File: config.mk
export PLATFORM = sky130hd
export DESIGN_NAME = fb_loader
export DESIGN_NICKNAME = d
export VERILOG_FILES = /design/src/rtl/fb_loader.sv
export SDC_FILE = /design/constraint.sdc
export NUM_CORES = 1
export LEC_CHECK = 0
export CAP_MARGIN = 20
export CORE_UTILIZATION = 40
export DETAILED_ROUTE_END_ITERATION = 10
export PLACE_DENSITY_LB_ADDON = 0.15
export SKIP_LAST_GASP = 1
export SLEW_MARGIN = 20
export SYNTH_ARGS = -nofsm -noshare
export SYNTH_HDL_FRONTEND = slang
export SYNTH_SLANG_ARGS = --single-unit
File: constraint.sdc
create_clock -name clk -period 6.2 [get_ports clk]
set_input_delay 1.24 -clock clk [delete_from_list [all_inputs] [get_ports clk]]
set_output_delay 1.24 -clock clk [all_outputs]
set_load 0.02 [all_outputs]
File: src/rtl/fb_loader.sv
// fb_loader: host-link frame loader for the HUB75 row-scan driver.
//
// Accepts a framed byte stream (SYNC_BYTE, then WORDS little-endian 16-bit pixel words), writes
// each word into the back bank of a double-buffered frame memory and, once the frame is complete,
// requests a bank swap. The scan driver acknowledges at its own end of frame, so the display never
// shows a torn image. A stalled host link aborts the frame after TIMEOUT idle cycles.
//
// Ports:
//   clk, rst              system clock; asynchronous active-high reset
//   rx_data/rx_valid      incoming byte and its valid
//   rx_ready              loader can accept a byte (low only while a swap is pending)
//   fb_wen/fb_addr        frame memory write strobe (one cycle per word) and word address
//   fb_wdata              pixel word {hi, lo}
//   fb_bank               bank being written (always the bank not on display)
//   display_bank          bank the scan driver must read
//   swap_req/swap_ack     frame complete / scan driver accepts the swap
//   frame_done            one-cycle pulse when a swap completes
//   err_timeout           one-cycle pulse when a frame is aborted by the idle timeout
module fb_loader #(
   parameter int unsigned ADDR_W    = 8,
   parameter int unsigned WORDS     = 256,
   parameter logic [7:0]  SYNC_BYTE = 8'hA5,
   parameter int unsigned TIMEOUT   = 50000,
   parameter int unsigned TO_W      = 16
) (
   input  logic              clk,
   input  logic              rst,
   input  logic [7:0]        rx_data,
   input  logic              rx_valid,
   output logic              rx_ready,
   output logic              fb_wen,
   output logic [ADDR_W-1:0] fb_addr,
   output logic [15:0]       fb_wdata,
   output logic              fb_bank,
   output logic              display_bank,
   output logic              swap_req,
   input  logic              swap_ack,
   output logic              frame_done,
   output logic              err_timeout
);

   localparam logic [ADDR_W-1:0] LastWord = ADDR_W'(WORDS - 1);
   localparam logic [TO_W-1:0]   ToLast   = TO_W'(TIMEOUT - 1);

   typedef enum logic [1:0] {StIdle, StLo, StHi, StSwap} state_e;

   state_e            state_q, state_d;
   logic [ADDR_W-1:0] word_cnt_q, word_cnt_d;
   logic [TO_W-1:0]   to_cnt_q, to_cnt_d;
   logic [7:0]        lo_q, lo_d;
   logic              fb_wen_d;
   logic [ADDR_W-1:0] fb_addr_d;
   logic [15:0]       fb_wdata_d;
   logic              swap_req_d, frame_done_d, err_timeout_d, display_bank_d;
   logic              accept;
   logic              to_hit;

   // Held low during reset so no byte is consumed while the loader is being cleared.
   assign rx_ready = ~rst & (state_q != StSwap);
   assign accept   = rx_valid & rx_ready;
   assign fb_bank  = ~display_bank;
   assign to_hit   = (to_cnt_q == ToLast);

   always_comb begin
      state_d        = state_q;
      word_cnt_d     = word_cnt_q;
      to_cnt_d       = '0;              // cleared on any accepted byte and outside LO/HI
      lo_d           = lo_q;
      fb_wen_d       = 1'b0;
      fb_addr_d      = fb_addr;
      fb_wdata_d     = fb_wdata;
      swap_req_d     = 1'b0;
      frame_done_d   = 1'b0;
      err_timeout_d  = 1'b0;
      display_bank_d = display_bank;

      unique case (state_q)
         StIdle: begin
            if (accept && rx_data == SYNC_BYTE) begin
               state_d    = StLo;
               word_cnt_d = '0;
            end
         end
         StLo: begin
            if (accept) begin
               lo_d    = rx_data;
               state_d = StHi;
            end else if (to_hit) begin
               err_timeout_d = 1'b1;
               state_d       = StIdle;
            end else begin
               to_cnt_d = to_cnt_q + TO_W'(1);
            end
         end
         StHi: begin
            if (accept) begin
               fb_wen_d   = 1'b1;
               fb_addr_d  = word_cnt_q;
               fb_wdata_d = {rx_data, lo_q};
               if (word_cnt_q == LastWord) begin
                  state_d = StSwap;
               end else begin
                  word_cnt_d = word_cnt_q + ADDR_W'(1);
                  state_d    = StLo;
               end
            end else if (to_hit) begin
               err_timeout_d = 1'b1;
               state_d       = StIdle;
            end else begin
               to_cnt_d = to_cnt_q + TO_W'(1);
            end
         end
         StSwap: begin
            // Ack only counts once swap_req is visible, so an ack already high on entry
            // completes the swap one cycle after swap_req rises.
            if (swap_req && swap_ack) begin
               display_bank_d = ~display_bank;
               frame_done_d   = 1'b1;
               state_d        = StIdle;
            end else begin
               swap_req_d = 1'b1;
            end
         end
         default: state_d = StIdle;
      endcase
   end

   always_ff @(posedge clk or posedge rst) begin
      if (rst) begin
         state_q      <= StIdle;
         word_cnt_q   <= '0;
         to_cnt_q     <= '0;
         lo_q         <= '0;
         fb_wen       <= 1'b0;
         fb_addr      <= '0;
         fb_wdata     <= '0;
         swap_req     <= 1'b0;
         frame_done   <= 1'b0;
         err_timeout  <= 1'b0;
         display_bank <= 1'b0;
      end else begin
         state_q      <= state_d;
         word_cnt_q   <= word_cnt_d;
         to_cnt_q     <= to_cnt_d;
         lo_q         <= lo_d;
         fb_wen       <= fb_wen_d;
         fb_addr      <= fb_addr_d;
         fb_wdata     <= fb_wdata_d;
         swap_req     <= swap_req_d;
         frame_done   <= frame_done_d;
         err_timeout  <= err_timeout_d;
         display_bank <= display_bank_d;
      end
   end

endmodule

Yosys cells after proc, flatten, opt, wreduce, memory -nomap -nowiden
Cells that the tools add are included.

Latch bits: 0. Word-level logic and storage cells: 61. Bits in read-only memories: 0. Bits in registers: 63. Memories: 0. Memory bits (writable): 0. Input bits: 12. Output and inout port bits: 31.

Shifts and indexed selects: 0. Divide/modulo/power cells: 0. Magnitude comparators: 0. Mux-type cells: 23. Reductions and logical operators: 10. Equality and inequality tests: 11. Multipliers: 0. Bitwise gates (word level): 4. Add/subtract/negate cells: 2.

Operator list (count): $mux W16 (3); $mux W8 (3); $add A16 B1 Y16 const B (1); $eq A16 B16 Y1 const B (1); $eq A8 B8 Y1 const B (2); $pmux W8 S2 (1); $mux W2 (6); $ne A2 B2 Y1 const B (5); $mux W1 (9); $add A8 B1 Y8 const B (1); $pmux W2 S4 (1); $reduce_and A2 Y1 (4); $eq A2 B2 Y1 const B (2); $reduce_and A4 Y1 (1); $and A1 B1 Y1 (2); $eq A2 B1 Y1 const B (1); $logic_and A1 B1 Y1 (2); $logic_not A2 Y1 (1); $not A1 Y1 (2); $reduce_bool A2 Y1 (1); $reduce_or A2 Y1 (1).

Longest topological paths before layout
Depth in word-level cells: 6. Gate-level depth with buffers: 7.

Worst setup path after synthesis
No wires, ideal clock.

Path kind: input -> output. From: input rst. To: output rx_ready. Stages on the path: 1. Path slack: 3.440 ns. Path buffers: 0. Arrival: 1.520 ns. Cell sequence: nor2_1.

Longest elaborated chain between the ends: 2.

Ends and longest elaborated chain: from (decl) (RTL line 27) `input logic rst,`; $not A1 Y1 (RTL line 59) `assign rx_ready = ~rst & (state_q != StSwap);`; $and A1 B1 Y1 (RTL line 59); to (decl) (RTL line 30) `output logic rx_ready,`.

Every way passes these cells.

Worst setup path in the final report
Ends and elaborated chain as after synthesis.

==> impl_metrics.py <==
metrics = {
    "sta": {
        "min_period_over_period": 0.5933,
        "fin_setup_tns_ns": 0,
        "rsz0062_at_grt": "false",
        "timing.slew.headroom": 0.4810,
        "tightest_slew_ns": 0.7784,
        "final_max_slew_viol_count": 0,
        "fin_crit_ns": 3.679,
        "skew_ns": 0.005786,
        "hold_viol": 0,
        "max_freq_mhz": 271.8,
        "setup_viol": 0,
    },
    "floorplan": {
        "num_rows": 30,
        "dieWidth_um": 86.25,
        "dieArea_um2": 7438,
        "start_util": 0.4156,
        "ios": 43,
        "die_h_um": 86.25,
        "design.core.area_um2": 6832,
    },
    "synthesis": {
        "synth_top_family_by_area": "simple AND/OR/NAND/NOR gates",
        "synthSimpleGateAreaFrac": 0.1498,
        "ys_types": 39,
        "synth-xor-area-share": 0.04319,
        "ys.flop_type": "dfrtp_1",
        "synthesis.nets": 254,
        "synth.avg_cell_area_um2": 12.03,
        "synth_area_leader_cell": "dfrtp_1",
        "ys_seq_area_frac": 0.5553,
        "synth_area_leaders": "dfrtp_1, mux2_2, xnor2_1",
        "synth-edff-count": 0,
        "syn_area_um2": 2839,
        "synthArstFlopShare": 1.000,
        "synth.mux.area_fraction": 0.1269,
        "yosys_warnings": 0,
        "yosysTopAreaCellShare": 0.5553,
        "synth_compound_area_frac": 0.07052,
        "synthAdderAreaFrac": 0.02644,
        "synthCells": 236,
        "synth-seq-cells": 63,
    },
    "layout": {
        "multiInputGateArea_um2": 1191,
        "fillerInstances": 629,
        "drive_gt1_frac": 0.2014,
        "final_cell_mix": "dfrtp_1, clkdlybuf4s50_1, mux2_2",
        "regArea_um2": 1577,
        "antenna_cells": 0,
        "finalNetCount": 302,
        "layout_commonest_cell": "dfrtp_1",
        "syn2layout_area_growth_pct": 26.09,
    },
    "setup_path": {
        "worstPathRequired_ns": 4.96,
        "arrival_ns": 2.44,
        "cp_max_fo": 4,
        "critPathCaptureType": "primary output",
        "start_kind": "input port",
        "path_class": "in2out",
    },
    "route": {
        "post-route-drc-count": 0,
        "ant_nets": 0,
        "wl_met3_um": 194,
        "routed.top_layer": "met4",
        "wl_met1_um": 2625,
        "drt_iter0_drc": 94,
        "wl_met2_um": 2448,
        "first_pass_iters": 4,
        "avgViaCountPerCell": 5.091,
        "vias": 1955,
        "wl_per_cell_um": 13.90,
        "drt_wl_total_um": 5337,
    },
    "clock_tree": {
        "holdBufCountCts": 0,
        "root_buffer": "clkbuf_8",
        "clock_latency_ns": 0.33,
        "clock-sinks": 63,
        "cts_setup_buffers": 0,
        "cts.path.max_buffers": 2,
        "clk_pin_slew_worst_paths_ns": 0.06,
        "cts_buffers": 9,
        "cts-resized-gates": 0,
        "cts_tree": "done",
        "cts_htree_levels": 3,
    },
    "status": {
        "status": "finished, final reports clean",
    },
    "hold_path": {
        "hold_class": "reg2reg",
    },
    "placed_design": {
        "dp.final_hpwl_um": 3579,
        "io_buffers": 42,
        "place.gp.congestion": 0.7466,
    },
    "global_route": {
        "grt_pass1_vias": 1875,
        "grt_start_max_net_pins": 64,
        "grt_pass1_wl_um": 9080,
        "track_usage": 0.1592,
        "antenna_found_initial": 0,
        "grt-ovfl-total": 0,
    },
    "power_and_ir_drop": {
        "p_leak_uw": 0.001515,
        "p_per_area_nw_per_um2": 385.2,
        "power_uw": 1379,
        "ir_worst_vdd_mv": 0.2412,
    },
    "job": {
        "drv_cap": 0,
    },
}
[where the power goes]
group	switching, uW	internal [uW]	total, uW
Clock	154	234	388
Sequential	54.1	507	561
Combinational	217	212	429
Total	425	953	1380
[cells in the mapped netlist (2+ instances only)]
library cell,n
a21oi_1,8
dfrtp_1,63
nand3_1,8
and4_1,3
and2_1,2
mux2_2,32
nand2_1,8
nand4bb_1,2
or4_1,7
xnor2_1,13
and4bb_2,2
nor2_1,22
nor4_1,3
nand4_1,5
o21ai_0,3
inv_1,12
buf_2,3
ha_1,6
nor3_1,5
clkbuf_1,3
o31ai_1,8
[per-layer routing]
metal  up-vias  track usage
met5         -            0
met4         0      0.06818
met3         9      0.04095
met2        44       0.2345
met1       964       0.2230
li1        938            -
[worst paths after layout]
| check | startpoint | end | slack [ns] | cells after the start |
|---|---|---|---|---|
| worst max-delay path | rst | rx_ready | 2.52 | 3 |
| worst min-delay path | to_cnt_q[0] | to_cnt_q[0] | 0.49 | 1 |
| worst max register to register | state_q[1] | fb_wdata[10] | 3.79 | 5 |
| worst min register to register | to_cnt_q[0] | to_cnt_q[0] | 0.49 | 1 |
| max in group asynchronous | rst | fb_wdata[15] | 4.14 | 3 |
| min in group asynchronous | rst | fb_addr[0] | 1.55 | 3 |
[area by class of cell]
type | count | share of cell area
Timing Repair Buffer | 44 | 0.1216
Inverter | 12 | 0.01258
Sequential cell | 63 | 0.4404
Tap cell | 96 | 0.03355
Clock buffer | 11 | 0.03950
Multi-Input combinational cell | 154 | 0.3328
Clock inverter | 4 | 0.01957
[cells by family after synthesis]
logic type / Yosys count
AOI/OAI and AO/OA: 28
xor gates and xnor gates: 14
adders and majority gates: 6
buffers and inverters: 19
DFF: 63
muxes: 32
and+or+nand+nor: 74
[critical path, stage by stage]
cell and delay (ns):
clkdlybuf4s50_1 0.48, nor2_1 0.12, clkdlybuf4s50_1 0.60
[registers in the layout, summed over array words and instances, names as in the netlist]
signal and flops:
swap_req 1, lo_q 8, fb_wen 1, fb_addr 8, frame_done 1, err_timeout 1
fb_wdata 16, state_q 2, word_cnt_q 8, display_bank 1, to_cnt_q 16
[metrics by stage]
step / instance area [um^2] / util / hold slack [ns] / setup WS, ns / cells
global route: 3580 / 0.5240 / 0.5148 / 2.482 / 384
CTS: 3572 / 0.5229 / 0.5015 / 2.512 / 384
finish: 3580 / 0.5240 / 0.4944 / 2.521 / 384
detailed placement: 3361 / 0.4919 / 0.4905 / 2.516 / 369
floorplan: 2839 / - / 0.4514 / 3.390 / 236
global placement: 3361 / 0.4919 / 0.4787 / 2.532 / 369
(Power assumes the default switching activity.)
